==> src/rtl/pipe_pkg.sv <==
// Shared types and constants for the pipeline sequencing controller.
package pipe_pkg;

  typedef enum logic [1:0] {
    RUN      = 2'd0,
    MEM_WAIT = 2'd1,
    DRAIN    = 2'd2,
    HALTED   = 2'd3
  } state_t;

  localparam int STALL_W = 16;

endpackage

==> src/rtl/sat_cnt.sv <==
// Saturating up-counter with increment enable; cleared by the async reset.
module sat_cnt #(
  parameter int W = 16
) (
  input  logic         clk,
  input  logic         rst_n,
  input  logic         inc,
  output logic [W-1:0] cnt
);

  always_ff @(posedge clk or negedge rst_n) begin
    if (!rst_n)
      cnt <= '0;
    else if (inc && (cnt != {W{1'b1}}))
      cnt <= cnt + 1'b1;
  end

endmodule

==> src/rtl/pipe_ctrl.sv <==
// Pipeline sequencing controller: stage enables/flushes, halt drain,
// data-memory wait with timeout, and a saturating stall-cycle counter.
//
// state    | meaning
// RUN      | normal issue; hazard, branch and HLT handling
// MEM_WAIT | data access outstanding, pipeline frozen
// DRAIN    | HLT left ID, older instructions retiring
// HALTED   | core stopped; only reset leaves
module pipe_ctrl
  import pipe_pkg::*;
#(
  parameter int DRAIN_CYCLES = 4,
  parameter int MEM_TIMEOUT  = 15
) (
  input  logic               clk,
  input  logic               rst_n,
  input  logic               hz_stall,
  input  logic               br_taken,
  input  logic               halt_id,
  input  logic               dmem_req,
  input  logic               dmem_ack,
  output logic               pc_we,
  output logic               ifid_we,
  output logic               idex_we,
  output logic               exmem_we,
  output logic               memwb_we,
  output logic               ifid_flush,
  output logic               idex_flush,
  output logic               halted,
  output logic               mem_err,
  output logic [STALL_W-1:0] stall_cycles
);

  localparam logic [7:0] TIMEOUT_V = 8'(MEM_TIMEOUT);
  localparam logic [7:0] DRAIN_V   = 8'(DRAIN_CYCLES - 1);

  state_t     state, state_nx;
  logic [7:0] wait_cnt, wait_nx;
  logic [7:0] drain_cnt, drain_nx;
  logic       err_nx;
  logic       mem_pend;
  logic       run_rules;
  logic       frz;
  logic       pc_c, ifid_c, idex_c, exmem_c, memwb_c, ifid_fl_c, idex_fl_c;

  assign mem_pend = dmem_req && !dmem_ack;

  always_ff @(posedge clk or negedge rst_n) begin
    if (!rst_n) begin
      state     <= RUN;
      wait_cnt  <= 8'd0;
      drain_cnt <= 8'd0;
      mem_err   <= 1'b0;
    end else begin
      state     <= state_nx;
      wait_cnt  <= wait_nx;
      drain_cnt <= drain_nx;
      mem_err   <= err_nx;
    end
  end

  always_comb begin
    state_nx  = state;
    wait_nx   = 8'd0;
    drain_nx  = drain_cnt;
    err_nx    = mem_err;
    run_rules = 1'b0;
    frz       = 1'b0;
    pc_c      = 1'b1;
    ifid_c    = 1'b1;
    idex_c    = 1'b1;
    exmem_c   = 1'b1;
    memwb_c   = 1'b1;
    ifid_fl_c = 1'b0;
    idex_fl_c = 1'b0;

    case (state)
      RUN: run_rules = 1'b1;
      MEM_WAIT: begin
        if (mem_pend) begin
          frz = 1'b1;
          if (wait_cnt == TIMEOUT_V) begin
            state_nx = HALTED;
            err_nx   = 1'b1;
          end else begin
            wait_nx = wait_cnt + 8'd1;
          end
        end else begin
          run_rules = 1'b1;
        end
      end
      DRAIN: begin
        pc_c      = 1'b0;
        ifid_fl_c = 1'b1;
        // Drain shares the wait counter so a stuck access still times out.
        if (mem_pend) begin
          frz = 1'b1;
          if (wait_cnt == TIMEOUT_V) begin
            state_nx = HALTED;
            err_nx   = 1'b1;
          end else begin
            wait_nx = wait_cnt + 8'd1;
          end
        end else if (drain_cnt == 8'd0) begin
          state_nx = HALTED;
        end else begin
          drain_nx = drain_cnt - 8'd1;
        end
      end
      default: frz = 1'b1;
    endcase

    if (run_rules) begin
      state_nx = RUN;
      if (mem_pend) begin
        frz      = 1'b1;
        state_nx = MEM_WAIT;
        wait_nx  = 8'd1;
      end else if (hz_stall) begin
        pc_c      = 1'b0;
        ifid_c    = 1'b0;
        idex_fl_c = 1'b1;
      end else if (br_taken) begin
        ifid_fl_c = 1'b1;
      end else if (halt_id) begin
        pc_c      = 1'b0;
        ifid_fl_c = 1'b1;
        state_nx  = DRAIN;
        drain_nx  = DRAIN_V;
      end
    end
  end

  always_comb begin
    if (frz || !rst_n) begin
      pc_we      = 1'b0;
      ifid_we    = 1'b0;
      idex_we    = 1'b0;
      exmem_we   = 1'b0;
      memwb_we   = 1'b0;
      ifid_flush = 1'b0;
      idex_flush = 1'b0;
    end else begin
      pc_we      = pc_c;
      ifid_we    = ifid_c;
      idex_we    = idex_c;
      exmem_we   = exmem_c;
      memwb_we   = memwb_c;
      ifid_flush = ifid_fl_c;
      idex_flush = idex_fl_c;
    end
  end

  assign halted = (state == HALTED);

  sat_cnt #(.W(STALL_W)) u_stall_cnt (
    .clk   (clk),
    .rst_n (rst_n),
    .inc   (((state == RUN) || (state == MEM_WAIT)) && !pc_we),
    .cnt   (stall_cycles)
  );

endmodule

==> config.mk <==
export PLATFORM = sky130hd
export DESIGN_NAME = pipe_ctrl
export DESIGN_NICKNAME = d
export VERILOG_FILES = /design/src/rtl/pipe_pkg.sv /design/src/rtl/sat_cnt.sv /design/src/rtl/pipe_ctrl.sv
export SDC_FILE = /design/constraint.sdc
export NUM_CORES = 1
export LEC_CHECK = 0
export ABC_AREA = 1
export CAP_MARGIN = 0
export CORE_ASPECT_RATIO = 0.75
export CORE_MARGIN = 2
export CORE_UTILIZATION = 45
export DETAILED_ROUTE_END_ITERATION = 16
export GPL_TIMING_DRIVEN = 0
export PLACE_DENSITY = 0.68
export SYNTH_ARGS = -nofsm -noshare
export SYNTH_HDL_FRONTEND = slang
export SYNTH_HIERARCHICAL = 1
export SYNTH_SLANG_ARGS = --single-unit
export TNS_END_PERCENT = 30
==> constraint.sdc <==
create_clock -name clk -period 2.3 [get_ports clk]
set_clock_uncertainty 0.15 [all_clocks]
set_input_delay 0.46 -clock clk [delete_from_list [all_inputs] [get_ports clk]]
set_output_delay 0.46 -clock clk [all_outputs]
set_load 0.02 [all_outputs]
Yosys cells after proc, flatten, opt, wreduce, memory -nomap -nowiden --
Index checks and enable logic that the tools add are counted.
Word-level totals: register bits 35, input port bits 7, output and inout port bits 25, word-level logic and storage cells 81
Operators by class: add/sub/neg operators 3, equal/unequal tests 7, mux-type cells 52, reductions and logical operators 14
Operator list (number):
- $mux W8 | 13
- $mux W1 | 27
- $mux W2 | 9
- $add A16 B1 Y16 const B | 1
- $ne A16 B16 Y1 const B | 1
- $add A8 B1 Y8 const B | 1
- $eq A8 B4 Y1 const B | 1
- $logic_not A8 Y1 | 1
- $sub A8 B1 Y8 const B | 1
- $reduce_and A3 Y1 | 2
- $eq A2 B2 Y1 const B | 2
- $ne A4 B4 Y1 const B | 1
- $pmux W1 S2 | 2
- $pmux W2 S2 | 1
- $logic_and A1 B1 Y1 | 3
- $logic_not A1 Y1 | 3
- $ne A3 B3 Y1 const B | 1
- $reduce_bool A3 Y1 | 1
- $eq A2 B1 Y1 const B | 1
- $logic_not A2 Y1 | 1
- $logic_or A1 B1 Y1 | 2
- $reduce_or A2 Y1 | 1

Depth between registers and ports, before layout --
depth in word-level cells 11, mapped depth 15, mapped depth without buffers 15

Cells and area by module --
The synthesis kept the hierarchy.
By module, submodules not included:
- pipe_ctrl | instances 1, cells each 156, area each 1260.0 sq um
- sat_cnt | instances 1, cells each 149, area each 1058.5 sq um

Least setup slack after synthesis --
No wires, ideal clock.
kind register to register, from reg state[0], to reg u_stall_cnt.cnt[15], arrival 2.153 ns, path slack -0.116 ns, cell stages (with the launch flop) 15, path buffers 0, period minus slack after synthesis 2.416 ns, cell sequence dfrtp_1 inv_1 ha_1 nor2_4 nor2_2 nor4_2 nor2_1 inv_1 nor2_1 nand2_1 nor2_1 nand2_1 nand2_1 nand2_1 inv_1
Between the ends: longest elaborated chain between the ends 11, elaborated cells between the ends (all ways) 20
RTL lines:
- from (decl) | RTL line pipe_ctrl.sv:37 | state_t state, state_nx;
- from (signal assigned) | RTL line pipe_ctrl.sv:55 | state <= state_nx;
- $eq A2 B2 Y1 | RTL line pipe_ctrl.sv:77 | case (state)
- $mux W1 | RTL line pipe_ctrl.sv:77
- $mux W1 | RTL line pipe_ctrl.sv:125 | end else if (halt_id) begin
- $mux W1 | RTL line pipe_ctrl.sv:123 | end else if (br_taken) begin
- $mux W1 | RTL line pipe_ctrl.sv:119 | end else if (hz_stall) begin
- $mux W1 | RTL line pipe_ctrl.sv:115 | if (mem_pend) begin
- $mux W1 | RTL line pipe_ctrl.sv:113 | if (run_rules) begin
- $mux W1 * | RTL line pipe_ctrl.sv:135 | if (frz || !rst_n) begin
- named net pc_we | RTL line pipe_ctrl.sv:22 | output logic pc_we,
- $logic_not A1 Y1 * | RTL line pipe_ctrl.sv:159 | .inc (((state == RUN) || (state == MEM_WAIT)) && !pc_we),
- $logic_and A1 B1 Y1 * | RTL line pipe_ctrl.sv:159
- $logic_and A1 B1 Y1 * | RTL line sat_cnt.sv:14 | else if (inc && (cnt != {W{1'b1}}))
- to (signal assigned) | RTL line sat_cnt.sv:15 | cnt <= cnt + 1'b1;
- to (decl) | RTL line sat_cnt.sv:8 | output logic [W-1:0] cnt
Mark *: on every way through the listed nets, which the timed path passes. The rest lies on a longest branch. A chain may end at the register's enable or synchronous reset.

Worst setup path after layout --
from reg state[0], to out pc_we
Between the ends: longest elaborated chain between the ends 8, elaborated cells between the ends (all ways) 16
RTL lines (RTL line):
- $eq A2 B2 Y1 | pipe_ctrl.sv:77
- $mux W1 | pipe_ctrl.sv:77
- $mux W1 | pipe_ctrl.sv:125
- $mux W1 | pipe_ctrl.sv:123
- $mux W1 | pipe_ctrl.sv:119
- $mux W1 | pipe_ctrl.sv:115
- $mux W1 | pipe_ctrl.sv:113
- $mux W1 * | pipe_ctrl.sv:135
- to (decl) | pipe_ctrl.sv:22
Every way passes the cells marked *; elsewhere a longest branch is shown, timed or not.

==> metrics.md <==
| Metric | Value |
|---|---|
| Final setup vio count | 1 |
| TritonCTS clock tree | built |
| Run status | finished, violations left |
| Htree depth | 2 |
| Crit Path Max Fanout | 5 |
| Sequential element share of the synthesized area | 37.8% |
| Num ports | 32 |
| Clk buf depth | 2 |
| Synth Net Count | 321 |
| Total Routing Usage GR | 19.7% |
| Cells after DPL | 396 |
| Reg clk slew, reported paths | 0.07 ns |
| Actual slew at the worst max-slew pin | 0.486 ns |
| Max stage delay cell, worst path | dfrtp_1 |
| DRC violations left | 0 |
| Int Pwr | 1540 uW |
| Failing checks | negative setup slack |
| Router iterations before antenna repair | 4 |
| HP Class | primary input to asynchronous set/reset pin |
| Clk_lat worst skew | 0.29 ns |
| CTS Root Cell | clkbuf_8 |
| Drt total wl | 5120 um |
| Share of layout cells above drive strength 1 | 17.8% |
| Synth top area cells | dfrtp_1 38%, nand2_1 15%, nor2_1 6.2%, inv_1 5.7%, ha_1 4.9% |
| Crit path cell chain | buf_4, ha_2, nor2_4, nor2_4, nor4_4, buf_4 |
| Synth top area share | 37.8% |
| Worst EP arrival | 1.72 ns |
| Top FF cell, synth | dfrtp_1 |
| RR Startpoint | state[0] |
| Clock share of power | 16.5% |
| Routed Antenna Nets | 0 |
| Smallest hold slack | 0.0737 ns |
| Syn Area/Cell | 7.60 um2 |
| Slowest stage delay, CP | 0.39 ns |
| Leakage | 0.00134 uW |
| Most frequent cells after synthesis | 94 x nand2_1, 38 x nor2_1, 35 x dfrtp_1, 35 x inv_1, 13 x nand3_1 |
| NumNets Final | 365 |
| Grt total ovfl | 0 |
| TritonCTS Sinks | 35 |
| Sw power | 1230 uW |
| Setup crit start kind | flip-flop |
| Worst path buffer plus inverter count | 2 |
| Final period util | 101% |
| Initial antenna violation count | 0 |
| Initial DRC count | 134 |
| Sw Share | 44.4% |
| Max-cap violations | 0 |
| Vias in the first global route | 1,770 |
| Sequential Power Share | 32.1% |
| Achievable Freq | 429 MHz |
| RSZ-0062 raised after global routing | yes |
| Relative slew slack | 67.5% |
| Synth warnings | 6 |
| Fill cell count | 469 |
| DPL Wire Length | 3580 um |
| Asr flop ratio synth | 100% |
| Largest net degree at the start of global routing | 28 |
| CP top delay family | simple AND/OR/NAND/NOR gates |
| Syn Inst Count | 305 |
| Drt wl/cell | 12.5 um |
| First-pass GRT wire length | 8580 um |
| Max Slew Vio Count | 0 |
| Die width | 86.9 um |
| Post-synth top area cell | dfrtp_1 |
| Starting Density | 47.1% |
| Pwr per Cell Area | 969 nW/um2 |
| Num CTS Buffers | 5 |
| Via-per-instance ratio | 4.81 |
| Worst path required time | 1.69 ns |
| Hold Vio Cnt, Final | 0 |
| Layout area overhead | 23.4% |
| Finished Layout Cells | 409 |
| Period minus WS final | 2.33 ns |
| Post-Syn Area | 2320 um2 |
| N_diodes | 0 |
| Die area | 5750 um2 |
| Number of port buffers | 31 |
| DR vias | 1,966 |
| Setup CP Type | flip-flop to output port |
| Fin worst setup slack | -0.0325 ns |
| Critical Path End Type | output port |
| Die height | 66.2 um |
| Most common cell in the netlist | nand2_1 |
| Critical path startpoint | state[0] |
| Core area | 4930 um2 |
| Seq cells post-synth | 35 |
| Number of distinct library cells after synthesis | 31 |
| Gate power share | 51.4% |
| GP Congestion | 0.796 |
| Peak VDD IR | 0.688 mV |
| # rows | 22 |
| Post-synth EDFFs | 0 |
-- layout make-up --
type,instances,area (um2),share of cell area [%]
Clock buffer,6,82.6,2.89
Buffer,4,37.5,1.31
Tap cell,60,75.1,2.62
Multi-Input combinational cell,227,1290,45.1
Sequential cell,35,877,30.7
Clock inverter,1,5.00,0.175
Inverter,39,146,5.12
Timing Repair Buffer,37,348,12.2
-- power by group through the flow --
| stage | clock network (uW) | logic, uW | registers (uW) |
|---|---|---|---|
| floorplan | 0 | 889 | 949 |
| global placement | 0 | 1320 | 910 |
| detailed placement | 0 | 1350 | 913 |
| CTS | 479 | 1410 | 889 |
| global route | 510 | 1580 | 914 |
| finish | 457 | 1430 | 890 |
-- per-stage QoR --
step	cell area, um2	setup WS (ns)	total power (uW)	TNS [ns]	utilization (%)
floorplan	2330	0.0368	1840	0	-
global placement	2710	-1.72	2230	-42.57	55.1
detailed placement	2710	-0.678	2260	-8.08	55.0
CTS	2870	-0.0356	2780	-0.0356	58.2
global route	2860	-0.0993	3000	-0.568	58.1
finish	2860	-0.0325	2770	-0.0325	58.1
-- cell usage in the layout, fill, tap and decap left out, types with 2 or more instances in the layout --
master	count
nor2_4	9
buf_6	2
ha_1	7
nand2_2	7
clkdlybuf4s50_1	23
inv_1	34
clkbuf_2	2
buf_4	7
a21oi_1	3
nor2_2	4
o21ai_0	9
nand3_1	13
nor3_1	3
nand2_1	93
and3_1	2
nand2_4	2
dfrtp_1	34
nand4_1	7
buf_12	2
o21ai_2	3
inv_2	5
xor2_1	8
nor2_1	38
xnor2_1	7
buf_2	4
clkbuf_8	6
-- state kept, by name, indices dropped and copies added, names as in the netlist --
register	cells
wait_cnt	8
drain_cnt	8
u_stall_cnt/cnt	16
state	2
mem_err	1
-- worst paths after layout --
kind / end / cells after the start / slack (ns)
max: pc_we / 6 / -0.03
min: drain_cnt[3] / 3 / 0.07
max reg2reg: u_stall_cnt/cnt[15] / 14 / 0.11
min reg2reg: mem_err / 1 / 0.34
max in group asynchronous: state[1] / 2 / 1.07
min in group clk: mem_err / 1 / 0.34
-- timing repair --
| item | in CTS | in global routing |
|---|---|---|
| setup endpoints to repair | 18 | 16 |
| hold endpoints to repair | 27 | 0 |
| setup buffers | 2 | 1 |
| pin swaps | 0 | 1 |
| hold buffers | 3 | 0 |
| gates resized for setup | 32 | 4 |
-- worst register-to-register path, stage by stage, from the launching register on --
cell and delay, ns:
dfrtp_1 0.39, inv_1 0.12, ha_4 0.22, nor2_1 0.12, nor2_1 0.06, nand2_2 0.11
nor4_4 0.05, nor2_1 0.23, inv_1 0.15, nor2_1 0.12, nand2_1 0.05, nor2_1 0.13
nand3_1 0.09, nand2_1 0.07, inv_1 0.03
-- cells by family (layout without fill, tap and decap cells) --
family	Yosys count	in the layout	synth area share (%)
flops	35	35	37.8
simple gates	183	183	38.0
fa+ha+maj	9	9	4.86
buf+inv	43	87	7.93
compound gates	20	20	5.72
xor+xnor	15	15	5.67
-- routing by layer --
metal,share of wire [%],track usage [%],up-vias,routed length [um]
met4,1.4,6.45,0,70
met2,38,25.9,41,1920
met1,56,31.1,880,2840
li1,-,-,1038,-
met3,5.4,4.24,7,278
met5,0,0,-,0
(Power assumes the default switching activity.)
